`src/rtl/dds_key_sweep_ctrl_if.sv`:
```
`default_nettype none
// ============================================================================
// Module   : dds_key_sweep_ctrl_if
// Brief    : Front-panel key inputs and dds_ctrl configuration outputs.
// Revision : 1.0 - initial release
// ============================================================================
interface dds_key_sweep_ctrl_if;
    logic       key_wave;
    logic       key_sel;
    logic       key_up;
    logic       key_down;
    logic       key_sweep;
    logic [1:0] waveform_counter;
    logic [4:0] freq_counter;
    logic [4:0] freq_counter2;
    logic       edit_sel;
    logic       sweep_active;
    logic       cfg_update;

    // Panel / stimulus side: drives the raw keys, observes the configuration.
    modport master (
        output key_wave, key_sel, key_up, key_down, key_sweep,
        input  waveform_counter, freq_counter, freq_counter2,
        input  edit_sel, sweep_active, cfg_update
    );

    // Controller side.
    modport slave (
        input  key_wave, key_sel, key_up, key_down, key_sweep,
        output waveform_counter, freq_counter, freq_counter2,
        output edit_sel, sweep_active, cfg_update
    );
endinterface
`default_nettype wire

```
`src/rtl/dds_key_sweep_ctrl.sv`:
```
`default_nettype none
// ============================================================================
// Module   : dds_key_sweep_ctrl
// Brief    : Debounces five panel keys and drives the dds_ctrl configuration,
//            with manual step editing and a triangular freq_counter sweep.
// Revision : 1.0 - initial release
// ============================================================================
module dds_key_sweep_ctrl #(
    parameter int unsigned DEBOUNCE_CNT = 1_000_000,
    parameter int unsigned SWEEP_DWELL  = 5_000_000,
    parameter logic [4:0]  FREQ_MAX     = 5'd31
) (
    input  logic                 sys_clk,
    input  logic                 sys_rst,
    dds_key_sweep_ctrl_if.slave  bus
);

    localparam int unsigned c_NKEYS   = 5;
    localparam int unsigned c_K_WAVE  = 0;
    localparam int unsigned c_K_SEL   = 1;
    localparam int unsigned c_K_UP    = 2;
    localparam int unsigned c_K_DOWN  = 3;
    localparam int unsigned c_K_SWEEP = 4;

    localparam int unsigned c_DB_W = (DEBOUNCE_CNT > 1) ? $clog2(DEBOUNCE_CNT) : 1;
    localparam int unsigned c_DW_W = (SWEEP_DWELL  > 1) ? $clog2(SWEEP_DWELL)  : 1;
    localparam logic [c_DB_W-1:0] c_DB_LAST = c_DB_W'(DEBOUNCE_CNT - 1);
    localparam logic [c_DW_W-1:0] c_DW_LAST = c_DW_W'(SWEEP_DWELL - 1);

    typedef enum logic [1:0] {
        ST_MANUAL   = 2'd0,
        ST_SWEEP_UP = 2'd1,
        ST_SWEEP_DN = 2'd2
    } state_t;

    logic [c_NKEYS-1:0] w_key_raw;
    logic [c_NKEYS-1:0] w_press;

    assign w_key_raw = {bus.key_sweep, bus.key_down, bus.key_up, bus.key_sel, bus.key_wave};

    // Keys are active-low: a press is the stable level falling from 1 to 0.
    generate
        for (genvar gi = 0; gi < c_NKEYS; gi++) begin : g_key
            logic              r_sync1;
            logic              r_sync2;
            logic              r_stable;
            logic              r_stable_d;
            logic [c_DB_W-1:0] r_cnt;

            always_ff @(posedge sys_clk or posedge sys_rst) begin
                if (sys_rst) begin
                    r_sync1    <= 1'b1;
                    r_sync2    <= 1'b1;
                    r_stable   <= 1'b1;
                    r_stable_d <= 1'b1;
                    r_cnt      <= '0;
                end else begin
                    r_sync1    <= w_key_raw[gi];
                    r_sync2    <= r_sync1;
                    r_stable_d <= r_stable;
                    if (r_sync2 != r_stable) begin
                        if (r_cnt == c_DB_LAST) begin
                            r_stable <= r_sync2;
                            r_cnt    <= '0;
                        end else begin
                            r_cnt <= r_cnt + 1'b1;
                        end
                    end else begin
                        r_cnt <= '0;
                    end
                end
            end

            assign w_press[gi] = r_stable_d & ~r_stable;
        end
    endgenerate

    state_t            r_state;
    state_t            w_state_nxt;
    logic [c_DW_W-1:0] r_dwell;
    logic [c_DW_W-1:0] w_dwell_nxt;
    logic [1:0]        r_wave;
    logic [1:0]        w_wave_nxt;
    logic [4:0]        r_freq;
    logic [4:0]        w_freq_nxt;
    logic [4:0]        r_freq2;
    logic [4:0]        w_freq2_nxt;
    logic              r_edit_sel;
    logic              w_sel_nxt;
    logic              r_sweep_active;
    logic              r_cfg_chg;
    logic              r_cfg_update;
    logic              w_up_only;
    logic              w_dn_only;

    assign w_up_only = w_press[c_K_UP]   & ~w_press[c_K_DOWN];
    assign w_dn_only = w_press[c_K_DOWN] & ~w_press[c_K_UP];

    always_comb begin
        w_state_nxt = r_state;
        w_dwell_nxt = r_dwell;
        w_wave_nxt  = r_wave;
        w_freq_nxt  = r_freq;
        w_freq2_nxt = r_freq2;
        w_sel_nxt   = r_edit_sel;

        if (w_press[c_K_WAVE]) begin
            w_wave_nxt = r_wave + 2'd1;
        end

        case (r_state)
            ST_MANUAL: begin
                if (w_press[c_K_SEL]) begin
                    w_sel_nxt = ~r_edit_sel;
                end
                if (w_up_only) begin
                    if (!r_edit_sel && r_freq < FREQ_MAX) begin
                        w_freq_nxt = r_freq + 5'd1;
                    end else if (r_edit_sel && r_freq2 < FREQ_MAX) begin
                        w_freq2_nxt = r_freq2 + 5'd1;
                    end
                end
                if (w_dn_only) begin
                    if (!r_edit_sel && r_freq != 5'd0) begin
                        w_freq_nxt = r_freq - 5'd1;
                    end else if (r_edit_sel && r_freq2 != 5'd0) begin
                        w_freq2_nxt = r_freq2 - 5'd1;
                    end
                end
                if (w_press[c_K_SWEEP]) begin
                    w_state_nxt = ST_SWEEP_UP;
                    w_dwell_nxt = '0;
                end
            end
            ST_SWEEP_UP, ST_SWEEP_DN: begin
                // Exit takes priority over a step falling on the same cycle.
                if (w_press[c_K_SWEEP]) begin
                    w_state_nxt = ST_MANUAL;
                    w_dwell_nxt = '0;
                end else if (r_dwell == c_DW_LAST) begin
                    w_dwell_nxt = '0;
                    if (r_state == ST_SWEEP_UP) begin
                        if (r_freq >= FREQ_MAX) begin
                            w_state_nxt = ST_SWEEP_DN;
                            w_freq_nxt  = r_freq - 5'd1;
                        end else begin
                            w_freq_nxt  = r_freq + 5'd1;
                        end
                    end else begin
                        if (r_freq == 5'd0) begin
                            w_state_nxt = ST_SWEEP_UP;
                            w_freq_nxt  = r_freq + 5'd1;
                        end else begin
                            w_freq_nxt  = r_freq - 5'd1;
                        end
                    end
                end else begin
                    w_dwell_nxt = r_dwell + 1'b1;
                end
            end
            default: begin
                w_state_nxt = ST_MANUAL;
                w_dwell_nxt = '0;
            end
        endcase
    end

    // cfg_update tracks only the three words consumed by dds_ctrl; edit_sel is panel-local.
    always_ff @(posedge sys_clk or posedge sys_rst) begin
        if (sys_rst) begin
            r_state        <= ST_MANUAL;
            r_dwell        <= '0;
            r_wave         <= 2'd0;
            r_freq         <= 5'd0;
            r_freq2        <= 5'd0;
            r_edit_sel     <= 1'b0;
            r_sweep_active <= 1'b0;
            r_cfg_chg      <= 1'b0;
            r_cfg_update   <= 1'b0;
        end else begin
            r_state        <= w_state_nxt;
            r_dwell        <= w_dwell_nxt;
            r_wave         <= w_wave_nxt;
            r_freq         <= w_freq_nxt;
            r_freq2        <= w_freq2_nxt;
            r_edit_sel     <= w_sel_nxt;
            r_sweep_active <= (w_state_nxt != ST_MANUAL);
            r_cfg_chg      <= (w_wave_nxt  != r_wave)  ||
                              (w_freq_nxt  != r_freq)  ||
                              (w_freq2_nxt != r_freq2);
            r_cfg_update   <= r_cfg_chg;
        end
    end

    assign bus.waveform_counter = r_wave;
    assign bus.freq_counter     = r_freq;
    assign bus.freq_counter2    = r_freq2;
    assign bus.edit_sel         = r_edit_sel;
    assign bus.sweep_active     = r_sweep_active;
    assign bus.cfg_update       = r_cfg_update;

endmodule
`default_nettype wire

```
`src/flat_wrapper.sv`:
```
// flat-port wrapper written by rule: the top's interface ports become plain ports
module dds_key_sweep_ctrl_flat 
#(
    parameter int unsigned DEBOUNCE_CNT = 1_000_000,
    parameter int unsigned SWEEP_DWELL  = 5_000_000,
    parameter logic [4:0]  FREQ_MAX     = 5'd31
)
  (sys_clk, sys_rst, bus_key_wave, bus_key_sel, bus_key_up, bus_key_down, bus_key_sweep, bus_waveform_counter, bus_freq_counter, bus_freq_counter2, bus_edit_sel, bus_sweep_active, bus_cfg_update);
  dds_key_sweep_ctrl_if bus_i ();
  input  logic sys_clk;
  input  logic sys_rst;
  input wire logic [$bits(bus_i.key_wave)-1:0] bus_key_wave;
  input wire logic [$bits(bus_i.key_sel)-1:0] bus_key_sel;
  input wire logic [$bits(bus_i.key_up)-1:0] bus_key_up;
  input wire logic [$bits(bus_i.key_down)-1:0] bus_key_down;
  input wire logic [$bits(bus_i.key_sweep)-1:0] bus_key_sweep;
  output wire logic [$bits(bus_i.waveform_counter)-1:0] bus_waveform_counter;
  output wire logic [$bits(bus_i.freq_counter)-1:0] bus_freq_counter;
  output wire logic [$bits(bus_i.freq_counter2)-1:0] bus_freq_counter2;
  output wire logic [$bits(bus_i.edit_sel)-1:0] bus_edit_sel;
  output wire logic [$bits(bus_i.sweep_active)-1:0] bus_sweep_active;
  output wire logic [$bits(bus_i.cfg_update)-1:0] bus_cfg_update;
  assign bus_i.key_wave = bus_key_wave;
  assign bus_i.key_sel = bus_key_sel;
  assign bus_i.key_up = bus_key_up;
  assign bus_i.key_down = bus_key_down;
  assign bus_i.key_sweep = bus_key_sweep;
  assign bus_waveform_counter = bus_i.waveform_counter;
  assign bus_freq_counter = bus_i.freq_counter;
  assign bus_freq_counter2 = bus_i.freq_counter2;
  assign bus_edit_sel = bus_i.edit_sel;
  assign bus_sweep_active = bus_i.sweep_active;
  assign bus_cfg_update = bus_i.cfg_update;
  dds_key_sweep_ctrl #(.DEBOUNCE_CNT(DEBOUNCE_CNT), .SWEEP_DWELL(SWEEP_DWELL), .FREQ_MAX(FREQ_MAX)) u_core (.sys_clk(sys_clk), .sys_rst(sys_rst), .bus(bus_i));
endmodule
```
`config.mk`:
```
export PLATFORM = sky130hd
export DESIGN_NAME = dds_key_sweep_ctrl_flat
export DESIGN_NICKNAME = d
export VERILOG_FILES = /design/src/rtl/dds_key_sweep_ctrl_if.sv /design/src/rtl/dds_key_sweep_ctrl.sv /design/src/flat_wrapper.sv
export SDC_FILE = /design/constraint.sdc
export NUM_CORES = 1
export LEC_CHECK = 0
export ABC_AREA = 0
export CORE_MARGIN = 2
export CORE_UTILIZATION = 62
export DETAILED_ROUTE_END_ITERATION = 8
export GPL_ROUTABILITY_DRIVEN = 0
export HOLD_SLACK_MARGIN = 0.1
export PLACE_DENSITY_LB_ADDON = 0.08
export SLEW_MARGIN = 20
export SYNTH_ARGS = -nofsm -noshare
export SYNTH_HDL_FRONTEND = slang
export SYNTH_SLANG_ARGS = --single-unit
```
`constraint.sdc`:
```
create_clock -name sys_clk -period 6.3 [get_ports sys_clk]
set_input_delay 1.26 -clock sys_clk [delete_from_list [all_inputs] [get_ports sys_clk]]
set_output_delay 1.26 -clock sys_clk [all_outputs]
set_load 0.02 [all_outputs]
```
Yosys cells after proc, flatten, opt, wreduce, memory -nomap -nowiden
Index checks and enable logic that the tools add are counted.

Flip-flop bits (word level): 161. Bits of input ports: 7. Output and inout port bits: 15. Logic and storage cells: 138.

$add $sub $neg: 11. Order comparisons: 3. Equal/unequal tests: 17. Multiplexer cells: 39. Bitwise logic cells: 15. Reductions and logical operators: 19.

Operators with widths (number): two-way mux 20 bit (10); adder 20 x 1 -> 20 bit (second input constant) (5); equality test 20 bit (second input constant) (5); two-way mux 5 bit (16); two-way mux 23 bit (3); one-hot mux 23 bit (2 select lines) (1); adder 23 x 1 -> 23 bit (second input constant) (1); equality test 23 bit (second input constant) (1); two-way mux 2 bit (7); AND reduction 2 bit (6); adder 5 x 1 -> 5 bit (second input constant) (2); less-than comparator 5 bit (second input constant) (2); != test 5 bit (2); one-hot mux 5 bit (2 select lines) (1); nonzero test 5 bit (2); subtractor 5 x 1 -> 5 bit (second input constant) (2); NOT 1 bit (8); bitwise AND 1 bit (7); greater-or-equal comparator 5 bit (second input constant) (1); zero test 5 bit (1); != test 1 bit (5); logical AND 1 bit (4); one-hot mux 2 bit (2 select lines) (1); adder 2 x 1 -> 2 bit (second input constant) (1); 9 further kinds (10).

Longest topological paths before layout
Gate-level depths: netlist (run 1).

Depth after elaboration: 11. Gate-level depth with buffers: 10. Mapped depth without buffers: 10.

Worst setup path before layout (run 1)
OpenSTA, ideal clock, no wires.

Kind: register to register. Start point: register u_core.r_freq[0] (netlist: u_core.bus.freq_counter[0]). End point: register u_core.r_cfg_chg. Setup time: 138 ps. Arrival time: 2461 ps. Required time: 6162 ps. Slack: 3702 ps. Stages on the path, launching flop included: 11. Buffers on the path: 0. Period minus slack after synthesis: 2598 ps. Cell sequence: dfrtp_1 > ha_1 > and3_1 > ha_1 > nand2b_1 > a21oi_1 > mux2_2 > a2bb2oi_2 > o221ai_1 > a22oi_1 > nand4_1.

Word-level cells in the longest chain between the ends: 10. Elaborated cells between the ends (all ways): 28. Those cells by class: add/sub: 2; order compare: 2; eq/ne: 2; mux: 16; reduce/logical: 6.

RTL lines: from (decl) (RTL line dds_key_sweep_ctrl.sv:84) `logic [4:0] r_freq;`; from (signal assigned) (RTL line dds_key_sweep_ctrl.sv:184) `r_freq <= w_freq_nxt;`; less-than comparator 5 bit (RTL line dds_key_sweep_ctrl.sv:117) `if (!r_edit_sel && r_freq < FREQ_MAX) begin`; logical AND 1 bit (RTL line dds_key_sweep_ctrl.sv:117); two-way mux 5 bit (RTL line dds_key_sweep_ctrl.sv:117); two-way mux 5 bit (RTL line dds_key_sweep_ctrl.sv:116) `if (w_up_only) begin`; two-way mux 5 bit, on equally long branches (RTL line dds_key_sweep_ctrl.sv:124, dds_key_sweep_ctrl.sv:126); two-way mux 5 bit, on equally long branches (RTL line dds_key_sweep_ctrl.sv:123, dds_key_sweep_ctrl.sv:124); one-hot mux 5 bit (2 select lines) / two-way mux 5 bit (equally long branches) (RTL line dds_key_sweep_ctrl.sv:111, dds_key_sweep_ctrl.sv:123); != test 5 bit / two-way mux 5 bit (equally long branches) (RTL line dds_key_sweep_ctrl.sv:189, dds_key_sweep_ctrl.sv:111); logical OR 1 bit / != test 5 bit (equally long branches) (RTL line dds_key_sweep_ctrl.sv:188, dds_key_sweep_ctrl.sv:190); logical OR 1 bit * (RTL line dds_key_sweep_ctrl.sv:189) `(w_freq_nxt != r_freq) ||`; to (signal assigned) (RTL line dds_key_sweep_ctrl.sv:188) `r_cfg_chg <= (w_wave_nxt != r_wave) ||`; to (decl) (RTL line dds_key_sweep_ctrl.sv:91) `logic r_cfg_chg;`.

Mark *: on every way between the ends. The rest lies on a longest branch, timed or not. A chain may end at the register's enable or synchronous reset.

Worst setup path after layout (run 1)
Start point: register u_core.r_state[1]. End point: register u_core.r_dwell[13].

Word-level cells in the longest chain between the ends: 3. Elaborated cells between the ends (all ways): 6. Those cells by class: eq/ne: 3; mux: 1; reduce/logical: 2.

RTL lines: from (decl) (RTL line dds_key_sweep_ctrl.sv:78) `state_t r_state;`; from (signal assigned) (RTL line dds_key_sweep_ctrl.sv:181) `r_state <= w_state_nxt;`; equality test 2 bit / equality test 2 x 1 -> 1 bit (equally long branches) (RTL line dds_key_sweep_ctrl.sv:111) `case (r_state)`; OR reduction 2 bit (RTL line dds_key_sweep_ctrl.sv:111); one-hot mux 23 bit (2 select lines) (RTL line dds_key_sweep_ctrl.sv:111); to (signal assigned) (RTL line dds_key_sweep_ctrl.sv:182) `r_dwell <= w_dwell_nxt;`; to (decl) (RTL line dds_key_sweep_ctrl.sv:80) `logic [c_DW_W-1:0] r_dwell;`.

Parallel ways exist; a longest one is shown, timed or not.

==> summary by stage, run 1 <==
Route
The via count is ~6200. Dividing the detail-routed wire length by the instance count gives around 15 um. In the detailed route, the total length drawn on met3 is approximately 740 um. The routed design uses around 7600 um of met2 wire. The highest routing layer actually used is met4. Once detail routing completed, the nets flagged for antenna violations numbered 0. The per-cell via count in the routed design is just under 6.

The detailed router finished its first iteration with 625 violations. The number of detailed-route iterations in the first pass is 6. After detailed routing, the total wire length is 15790 um. The total routed wire length on the met1 layer is approximately 7100 um. For this run, design rule violations remaining after detail routing come to 0.

Timing
After layout, the minimum clock period comes to ~3.2 ns. Setup repair after global routing left no endpoint under its margin. The max-slew violation count is 0.

The worst-margin pin slew is roughly 0.95 ns. The hold violation count in the final report came to 0. The headroom to the max-slew limit is 0.3631. The setup total negative slack is 0 ns. The worst setup skew after layout is around 0.010 ns.

The top achievable clock speed is roughly 320 MHz. The final critical-path setup slack is ~3.1 ns. The period utilization is 0.5003. Setup violations remaining at the end of the flow were counted as 0.

Synth
The primary flip-flop cell chosen by synthesis mapping is sky130_fd_sc_hd__dfrtp_1. The post-synthesis instance area is roughly 8100 um^2. The number of synthesized register bits is ~160. The distinct cell type count after synthesis is between 60 and 70. Yosys mapped a number of flops with a built-in enable equal to 0.

The number of nets in the synthesized netlist is approximately 860. The share of the Yosys chip area taken by registers is 0.5016. Synthesis handed over a netlist of between 800 and 900 instances. In this run the mean area of a mapped cell was roughly 9.6 um^2.

The total of warnings raised by yosys is 0. The fraction of registers with async set/reset is 1.000.

Place
The HPWL reported at the end of detailed placement is approximately 10000 um. Summing all placed instances gives a cell area of approximately 8400 um^2. The count of buffers inserted at the top-level ports is 21. The number of instances in the placed design is roughly 1000. OpenSTA, run right after detailed placement, puts the worst setup slack at 3.139 ns.

Worst setup path
The signal on the critical path passes through inv_1 -> ha_1 -> clkinv_1 -> nor2_1 -> nor3_1 -> and2_1 -> xnor2_1 -> nor2_1. The worst setup path is of the flip-flop to flip-flop kind. At the worst endpoint, the required time is roughly 6.6 ns. In this run the worst path has a maximum fanout of 18.

For this design, the slowest cell found on the critical path is sky130_fd_sc_hd__nor2_1. The kind of start point of the critical path is a flip-flop. The delay contributed by the slowest stage of the critical path is approximately 0.85 ns.

The critical path arrival is between 3 and 4 ns. The kind of end point of the critical path is a flip-flop. The cell seen most often among critical-path stages is sky130_fd_sc_hd__nor2_1.

Power and ir drop
In this run the power density over the cells is 251.9 nW/um^2. VDD sags by at most a little under 0.2 mV. For this design the static power due to leakage is a little under 4 nW.

Floorplanning
The count of boundary I/O pins is 22. The x dimension of the die is roughly 120 um. For this configuration, the core starts out at a cell density of 0.6378. The placeable core region is approximately 13000 um^2. The floorplan step defined a die boundary enclosing roughly 14000 um^2. The die outline height is 118.2 um. The number of rows in the core area is just over 40.

Global routing
The first global-routing pass estimated between 20000 and 30000 um of wire. Entering global routing, the biggest net connects around 120 pins. Across every metal layer, demand over resource in global routing totals 0.2422. The via count of the first global-routing pass is 6101.

The overflow left after global routing is 0. The number of antenna violations at the first check in global routing is 0.

Status
The flow ran to the end, and the final reports show no timing, DRC or antenna violations.

Clock network
The tree built by TritonCTS fans out to 161 sinks. The clock latency on the worst-skew pair is 0.43 ns. Buffers added to address setup during post-CTS repair amount to 0. TritonCTS built the clock tree.

The clock passes through at most 2 buffers. The H-tree generated during clock tree synthesis spans 4 levels. The clock slew seen by the registers of the worst setup and hold paths is around 0.060 ns. The number of gates resized after CTS is 0. Hold repair after CTS inserted 0 buffers. The number of buffers created by CTS is 17.

The library cell used as clock root buffer is sky130_fd_sc_hd__clkbuf_16.

Layout
Once layout is done, the placed cells without fillers occupy 9112 um^2. The finished layout holds 1045 standard cells, fillers aside. The post-synthesis to final-layout area growth is 12.76%. Leaving out fill and tap cells, the most frequent cells in the layout are 141 x sky130_fd_sc_hd__dfrtp_1, 127 x sky130_fd_sc_hd__nor2_1, 63 x sky130_fd_sc_hd__nand2_1. 0 antenna diodes ended up in the layout. The share of final-layout standard cells stronger than drive strength 1 is 0.08133.

The final net count is 882. The final core utilization is 0.7192. The library cell used most frequently in the layout, excluding fill and tap cells, is sky130_fd_sc_hd__dfrtp_1.

Job
The total of max-cap violations is 0.

Hold path
The path class of the tightest hold or removal check is flip-flop to flip-flop.
[through the flow]
step / hold slack (ns) / power [mW]
after global routing: 0.3524 / 2.374
after floorplan: 0.3312 / 1.110
after CTS: 0.3517 / 2.318
final: 0.3519 / 2.296
after global placement: 0.3375 / 1.123
after detailed placement: 0.3386 / 1.126
[cells in the mapped netlist (all sizes together) (9+ instances only)]
| cell type | n | area share |
|---|---|---|
| nand3 | 50 | 0.031 |
| nor2 | 127 | 0.059 |
| or3 | 23 | 0.018 |
| nor4 | 9 | 0.0070 |
| o21ai | 51 | 0.032 |
| nand2 | 63 | 0.029 |
| dfrtp | 141 | 0.44 |
| dfstp | 20 | 0.065 |
| nand4 | 14 | 0.011 |
| and2 | 14 | 0.011 |
| ha | 15 | 0.023 |
| xnor2 | 54 | 0.059 |
| and3 | 35 | 0.027 |
| nor3 | 14 | 0.0087 |
| inv | 21 | 0.0098 |
| xor2 | 42 | 0.046 |
| a21oi | 36 | 0.022 |
| clkbuf | 16 | 0.0076 |
[worst max-delay path: cells and delay by family (launching register included)]
family                   cells  cell delay [ns]
XOR/XNOR                     1             0.16
adder cells (fa/ha/maj)      1             0.55
buffers and inverters        2             0.57
flip-flops                   1             0.41
AND/OR/NAND/NOR              4             1.32
[state kept, by name (all words and copies together) (netlist names)]
name	count
u_core.g_key.r_cnt	100
u_core.r_dwell	23
u_core.bus.freq_counter2	5
u_core.bus.freq_counter	5
u_core.g_key.r_stable	5
u_core.g_key.r_stable_d	5
u_core.g_key.r_sync1	5
u_core.g_key.r_sync2	5
u_core.bus.waveform_counter	2
u_core.r_state	2
u_core.bus.cfg_update	1
u_core.bus.edit_sel	1
u_core.bus.sweep_active	1
u_core.r_cfg_chg	1
[layer usage]
metal / up-vias / global-route usage
li1: 2962 / -
met1: 3010 / 0.3170
met2: 180 / 0.3920
met3: 38 / 0.06129
met4: 0 / 0.08810
met5: - / 0
[logic make-up after synthesis]
family / Yosys count / synth area share
adders and majority gates: 15 / 0.02322
xor gates and xnor gates: 96 / 0.1040
and+or+nand+nor: 395 / 0.2480
AOI/OAI and AO/OA: 124 / 0.09150
DFF: 161 / 0.5016
muxes: 6 / 0.008360
buffers and inverters: 45 / 0.02322
[final timing paths]
path,from,slack (ns),endpoint,depth (start not counted)
worst max-delay path,u_core.r_state[1]$_DFF_PP0_,3.15,u_core.r_dwell[13]$_DFFE_PP0P_,8
worst min-delay path,u_core.r_cfg_chg$_DFF_PP0_,0.35,u_core.bus.cfg_update$_DFF_PP0_,0
worst max register to register,u_core.r_state[1]$_DFF_PP0_,3.15,u_core.r_dwell[13]$_DFFE_PP0P_,8
worst min register to register,u_core.r_cfg_chg$_DFF_PP0_,0.35,u_core.bus.cfg_update$_DFF_PP0_,0
max in group asynchronous,sys_rst,3.84,u_core.bus.sweep_active$_DFF_PP0_,3
min in group asynchronous,sys_rst,1.38,u_core.g_key[0].r_cnt[2]$_DFF_PP0_,2
[power breakdown]
| group | internal (mW) | switching [mW] |
|---|---|---|
| sequential | 1.05 | 0.00928 |
| clock | 0.762 | 0.427 |
| combinational | 0.0132 | 0.0361 |
| total | 1.82 | 0.473 |
[final cells by class]
type | instances | area [um^2]
clock buffers | 18 | 439.2
repair buffers | 22 | 217.7
inverters | 22 | 90.09
well taps | 172 | 215.2
fillers | 935 | 3558
flip-flops and latches | 161 | 4054
clock inverters | 14 | 250.2
multi-input cells | 636 | 3846
(Power assumes the default switching activity.)
==> run 2, diff against run 1 <==
==> constraint.sdc (replaced) <==
create_clock -name sys_clk -period 2.9 [get_ports sys_clk]
set_input_delay 0.58 -clock sys_clk [delete_from_list [all_inputs] [get_ports sys_clk]]
set_output_delay 0.58 -clock sys_clk [all_outputs]
set_load 0.02 [all_outputs]
==> run 2 against run 1 <==
Final cell count up 0.96%; power up 98%; clock power up 79%; largest power group is now sequential cells.
==> summary by stage, run 2 (synthesized netlist as in run 1, its figures left out) <==
Status
The run finished with clean final reports.

Layout
The multi-input combinational cell area is 3845 um^2 (about the same). The final core utilization is 0.7166 (-0.002568). The flip-flop count of the largest register, all copies and words added was 100 (unchanged). The antenna diode count is 0 (unchanged). The share of final-layout standard cells stronger than drive strength 1 is 0.08947 (+0.008139). In the final layout, the registers with the most flip-flops are u_core.g_key.r_cnt: 100 flops, u_core.r_dwell: 23 flops. u_core.g_key.r_cnt holds more flip-flops than any other register. The final net count is 892 (+1.1%). The area growth from synthesis to layout is 12.35%.

The number of standard cells in the final layout excluding fillers came to 1055 (+0.96%). The area occupied by registers is 4054 um^2 (unchanged). Leaving out fill and tap cells, the most frequent cell in the layout is sky130_fd_sc_hd__dfrtp_1. The layout filler cell count is 945 (+1.1%). The library cells used most frequently in the layout, excluding fill and tap cells, are 141 x sky130_fd_sc_hd__dfrtp_1, 127 x sky130_fd_sc_hd__nor2_1, 63 x sky130_fd_sc_hd__nand2_1.

The post-route cell area is 9080 um^2 (-0.36%).

Power and ir drop
The power density of the placed cells is 500.4 nW/um^2 (+99%). The total power draw was 4.544 mW (+98%). The leakage component of the power is 3.927 nW (-0.17%). The maximum vdd drop was 0.4923 mV (+160%).

Global routing
The first-pass GRT wire length is 28280 um (+1.8%). The largest net degree at the start of global routing is 64 (-45%). The number of antenna violations at the first check in global routing is 0 (unchanged). The via count of the first global-routing pass was 6224 (+2.0%). The overflow left after global routing is 0 (unchanged). The total routing resource utilization after global routing came to 0.2474 (+0.005225).

Route
The final routed wirelength across all metal layers is 16110 um (+2.0%). The wire length per cell after detailed routing is 15.27 um (+1.0%). The total routed wire length on the met1 layer is 6956 um (-2.7%). The highest routing layer actually used is met4. The met2 wire length is 8010 um (+5.2%). The violation count after the first detailed-route iteration came to 704 (+13%). The number of remaining DRC errors is 0 (unchanged). The number of detailed-route iterations in the first pass was 5 (-1). The per-cell via count in the routed design is 5.963 (+0.67%). The detailed route wirelength on metal3 is 807 um (+9.2%). The via count is 6291 (+1.6%).

The count of antenna-violating nets left after detailed routing was 0 (unchanged).

Worst setup path
The cell seen most often among critical-path stages is sky130_fd_sc_hd__ha_1. The required time of the worst setup path is 3.19 ns (-3.39 ns). The delay contributed by the slowest stage of the critical path is 0.45 ns (-0.40 ns). The signal on the critical path passes through ha_1 -> and3_1 -> ha_1 -> nand2b_1 -> a21oi_1 -> buf_4 -> a2bb2oi_1 -> o311ai_0 -> a32oi_1 -> nand4_1. The kind of start point of the critical path is a flip-flop. STA classifies the critical path endpoint as a flip-flop.

The critical path arrival is 3.00 ns (-0.43 ns). The cell type group with the largest total delay on the critical path is compound AO/OA/AOI/OAI gates. Among all stages on the critical path, the largest delay is contributed by sky130_fd_sc_hd__dfrtp_1. The highest net fanout along the worst path is 7 (-11). The critical path is of the flip-flop to flip-flop type. The number of buffers and inverters on the critical path is 1 (-1).

Floorplanning
The starting density of the core is 0.6378 (unchanged). The die area was 13960 um^2 (unchanged). The x dimension of the die is 118.2 um (unchanged). The placeable core region is 12670 um^2 (unchanged). The number of rows in the core area is 41 (unchanged). The count of boundary I/O pins came to 22 (unchanged).

The die outline height was 118.2 um (unchanged).

Clock network
The library cell used as clock root buffer is sky130_fd_sc_hd__clkbuf_16. The number of H-tree branching levels is 4 (unchanged). The number of buffers created by CTS is 17 (unchanged). The clock latency on the worst-skew pair is 0.43 ns (about the same). The CTS tree is done. The clock net sink count is 161 (unchanged). The clock tree buffer depth is 2 (unchanged). The clock slew seen by the registers of the worst setup and hold paths is 0.06 ns (about the same).

The number of hold-repair buffers added at the cts stage came to 0 (unchanged). The post-CTS setup buffer count came to 0 (unchanged).

Timing
The final critical-path setup slack came to 0.1971 ns (-2.951 ns). The count of endpoints failing setup in the final report is 0 (unchanged). The top achievable clock speed is 370.0 MHz (+17%). The max-slew violation count is 0 (unchanged). The period utilization is 0.9320 (+0.4318). The hold violation count in the final report is 0 (unchanged). The worst setup skew after layout is 0.008605 ns (-0.001368 ns). The worst-margin pin slew was 0.7246 ns (-0.2273 ns). Setup repair after global routing left no endpoint under its margin. The setup total negative slack is 0 ns (unchanged). The final critical delay including setup and external delays came to 2.703 ns (-0.4487 ns). The headroom to the max-slew limit is 0.5169 (+0.1538).

The worst-case hold slack is 0.3467 ns (-0.005200 ns).

Place
The HPWL reported at the end of detailed placement is 11000 um (+5.3%). The count of buffers inserted at the top-level ports is 21 (unchanged). The worst setup slack before clock tree synthesis came to 0.2562 ns (-2.882 ns).

The placed instance area is 8513 um^2 (+1.2%). The number of instances in the placed design came to 1023 (+0.99%).

Job
The total of max-cap violations is 0 (unchanged).

Hold path
The min-delay analysis places its worst path in the category flip-flop to flip-flop.
run 2: cell types whose count changed in the layout (fill, tap and decap cells not counted), sizes merged:
cell	delta
buf	+10
bufinv	-5
clkinv	+4
clkbuf	+1
clkinvlp	+1
inv	-1
run 2: power by group:
group	internal (mW)	switching [mW]
clock	1.20	0.937
combinational	0.0338	0.0791
sequential	2.28	0.0206
run 2: final cells by class:
| class | instances | share of cell area |
|---|---|---|
| clock inverters | 13 | 0.01419 |
| well taps | 172 | 0.02370 |
| clock buffers | 19 | 0.04768 |
| inverters | 22 | 0.009508 |
| repair buffers | 32 | 0.03500 |
| multi-input cells | 636 | 0.4235 |
| flip-flops and latches | 161 | 0.4465 |
run 2: worst reg2reg max path, delay by kind of cell (launching register included):
kind,cells,cell delay [ns]
flip-flops,1,0.45
adder cells (fa/ha/maj),2,0.48
AO/OA/AOI/OAI,4,0.98
buffers and inverters,1,0.17
AND/OR/NAND/NOR,3,0.48
run 2: metal layers:
| metal | global-route usage | vias up |
|---|---|---|
| li1 | - | 2994 |
| met1 | 0.3072 | 3062 |
| met2 | 0.4140 | 197 |
| met3 | 0.06902 | 38 |
| met4 | 0.09036 | 0 |
| met5 | 0 | - |
run 2: final timing paths:
check	slack, ns	startpoint	cells after the start	end
max	0.20	u_core.bus.freq_counter[0]$_DFF_PP0_	10	u_core.r_cfg_chg$_DFF_PP0_
min	0.35	u_core.r_cfg_chg$_DFF_PP0_	0	u_core.bus.cfg_update$_DFF_PP0_
max reg2reg	0.20	u_core.bus.freq_counter[0]$_DFF_PP0_	10	u_core.r_cfg_chg$_DFF_PP0_
min reg2reg	0.35	u_core.r_cfg_chg$_DFF_PP0_	0	u_core.bus.cfg_update$_DFF_PP0_
max in group asynchronous	1.64	sys_rst	3	u_core.g_key[2].r_sync2$_DFF_PP1_
min in group asynchronous	0.54	sys_rst	2	u_core.g_key[3].r_cnt[10]$_DFF_PP0_
run 2: timing repair:
action / in CTS / in global routing
setup endpoints to repair: 0 / 1
hold endpoints to repair: 0 / 0
gates resized for setup: 0 / 1
==> run 3, diff against run 2 <==
--- a/config.mk
+++ b/config.mk
@@ -6,6 +6,8 @@
 export NUM_CORES = 1
 export LEC_CHECK = 0
 export ABC_AREA = 0
+export CAP_MARGIN = 20
+export CORE_ASPECT_RATIO = 0.7
 export CORE_MARGIN = 2
 export CORE_UTILIZATION = 62
 export DETAILED_ROUTE_END_ITERATION = 8
==> run 3 against run 2 <==
Non-clock buffer count down 4; sequential power about the same; via count down 0.87%; largest cell class unchanged.
==> summary by stage, run 3 (synthesized netlist as in run 1, its figures left out) <==
Status
The flow ran to the end, and the final reports show no timing, DRC or antenna violations.

Floorplanning
The x dimension of the die was 140.5 um (+19%). The starting density of the core is 0.6418 (+0.003993). The die outline height is 99.52 um (-16%).

The count of boundary I/O pins is 22 (unchanged). The placeable core region was 12590 um^2 (-0.62%). The number of rows in the core area is 34 (-17%). The die area came to 13980 um^2 (+0.10%).

Power and ir drop
The power density of the placed cells was 534.1 nW/um^2 (+6.7%). The maximum vdd drop came to 0.4085 mV (-17%). The leakage component of the power is 3.949 nW (+0.55%).

Clock network
The CTS tree is done. In this run the clock root is driven by a sky130_fd_sc_hd__clkbuf_16. The post-CTS setup buffer count is 0 (unchanged). The clock latency on the worst-skew pair is 0.42 ns (about the same).

The clock net sink count came to 161 (unchanged). The number of hold-repair buffers added at the cts stage is 0 (unchanged). The number of buffers created by CTS was 17 (unchanged). The number of H-tree branching levels came to 4 (unchanged). The clock slew seen by the registers of the worst setup and hold paths is 0.07 ns (about the same). The number of gates resized after CTS is 0 (unchanged).

The clock tree buffer depth is 2 (unchanged).

Global routing
The via count of the first global-routing pass came to 6029 (-3.1%). The first-pass GRT wire length is 28710 um (+1.5%). The number of antenna violations at the first check in global routing came to 0 (unchanged).

The total routing resource utilization after global routing was 0.2543 (+0.006892). The overflow left after global routing is 0 (unchanged). The largest net degree at the start of global routing was 84 (+31%).

Place
The HPWL reported at the end of detailed placement is 11090 um (+0.81%). The worst setup slack before clock tree synthesis is 0.1680 ns (-0.08813 ns). The placed instance area was 8471 um^2 (-0.50%).

The count of buffers inserted at the top-level ports came to 21 (unchanged).

Worst setup path
Traced cell by cell, the critical path runs through inv_1 -> ha_1 -> or4b_4 -> and4b_1 -> a32oi_2 -> a211o_1 -> a21oi_1 -> nor4_1 -> nand4_1. Among all stages on the critical path, the largest delay is contributed by sky130_fd_sc_hd__or4b_4. The required time of the worst setup path is 3.19 ns (about the same). The kind of end point of the critical path is a flip-flop.

The critical path arrival was 3.07 ns (+0.07 ns). The highest net fanout along the worst path was 8 (+1). The delay contributed by the slowest stage of the critical path is 0.51 ns (+0.06 ns).

The kind of start point of the critical path is a flip-flop. The worst setup path is of the flip-flop to flip-flop kind.

Route
The via count came to 6236 (-0.87%). The number of remaining DRC errors was 0 (unchanged). The count of antenna-violating nets left after detailed routing is 0 (unchanged). The wire length per cell after detailed routing was 16.23 um (+6.3%).

The number of detailed-route iterations in the first pass is 7 (+2). The per-cell via count in the routed design is 5.990 (+0.46%). The final routed wirelength across all metal layers came to 16890 um (+4.9%). The violation count after the first detailed-route iteration is 532 (-24%).

Timing
The period utilization is 0.9581 (+0.02606). The setup total negative slack is 0 ns (unchanged). The headroom to the max-slew limit is 0.4512 (-0.06570). Setup repair after global routing left no endpoint under its margin. The top achievable clock speed is 359.9 MHz (-2.7%). The final critical-path setup slack came to 0.1215 ns (-0.07556 ns). The worst setup skew after layout is 0.01078 ns (+0.002179 ns).

The hold violation count in the final report is 0 (unchanged). The max-slew violation count came to 0 (unchanged). The worst-margin pin slew is 0.8169 ns (+0.09227 ns).

The count of endpoints failing setup in the final report is 0 (unchanged). The final critical delay including setup and external delays is 2.778 ns (+0.07556 ns).

Layout
The antenna diode count is 0 (unchanged). The final core utilization was 0.7250 (+0.008361). The library cell used most frequently in the layout, excluding fill and tap cells, is sky130_fd_sc_hd__dfrtp_1. The flip-flop count of the largest register, all copies and words added is 100 (unchanged). In the layout the commonest cells are 141 x sky130_fd_sc_hd__dfrtp_1, 127 x sky130_fd_sc_hd__nor2_1, 63 x sky130_fd_sc_hd__nand2_1.

The post-route cell area is 9129 um^2 (+0.54%). The largest registers in the layout are u_core.g_key.r_cnt: 100 flops, u_core.r_dwell: 23 flops. The post-synthesis to final-layout area growth is 12.96%. The largest register by flop count is u_core.g_key.r_cnt. The final net count is 888 (-0.45%). The share of final-layout standard cells stronger than drive strength 1 is 0.08760 (-0.001868).

Hold path
The tightest min-delay check is of the flip-flop to flip-flop type.

Job
The total of max-cap violations is 0 (unchanged).
-- run 3: path summary, 6_finish.rpt --
| kind | startpoint | end | slack [ns] | depth (start not counted) |
|---|---|---|---|---|
| setup / recovery | u_core.bus.freq_counter[1]$_DFF_PP0_ | u_core.r_cfg_chg$_DFF_PP0_ | 0.12 | 9 |
| hold / removal | u_core.r_cfg_chg$_DFF_PP0_ | u_core.bus.cfg_update$_DFF_PP0_ | 0.35 | 0 |
| setup reg to reg | u_core.bus.freq_counter[1]$_DFF_PP0_ | u_core.r_cfg_chg$_DFF_PP0_ | 0.12 | 9 |
| hold reg to reg | u_core.r_cfg_chg$_DFF_PP0_ | u_core.bus.cfg_update$_DFF_PP0_ | 0.35 | 0 |
| max in group asynchronous | sys_rst | u_core.g_key[0].r_stable$_DFFE_PP1P_ | 1.86 | 3 |
| min in group asynchronous | sys_rst | u_core.g_key[3].r_cnt[8]$_DFF_PP0_ | 0.65 | 3 |
-- run 3: area by class of cell --
| cell class | instances | area (um^2) |
|---|---|---|
| sequential | 161 | 4054 |
| multi-input combinational | 636 | 3851 |
| fill | 895 | 3463 |
| clock buffer | 18 | 429.2 |
| timing repair buffer | 28 | 287.8 |
| clock inverter | 14 | 217.7 |
| tap | 162 | 202.7 |
| inverter | 22 | 86.33 |
-- run 3: power by group --
part	leakage, nW	switching (mW)	internal (mW)	total, mW
logic	1.46	0.0812	0.0331	0.114
clock network	0.318	0.985	1.48	2.47
registers	2.17	0.0207	2.28	2.30
total	3.95	1.09	3.79	4.88
-- run 3: critical path, delay by kind of cell (launching register included) --
kind	cells	cell delay, ns
and+or+nand+nor	4	1.27
AOI/OAI and AO/OA	3	0.53
DFF	1	0.47
adders and majority gates	1	0.24
buffers and inverters	1	0.13
-- run 3: metal layers --
layer	vias to the layer above	global-route usage	part of all wire
met5	-	0	0
met1	3024	0.3631	0.47
met2	196	0.3910	0.46
li1	2976	-	-
met3	40	0.04718	0.054
met4	0	0.1008	0.019
-- run 3: per-stage QoR --
stage	std cells	total power [mW]	hold slack, ns
final	1041	4.876	0.3549
after global routing	1041	5.035	0.3585
after global placement	1009	2.446	0.3446
after floorplan	842	2.412	0.3312
after CTS	1041	4.914	0.3563
after detailed placement	1009	2.454	0.3436
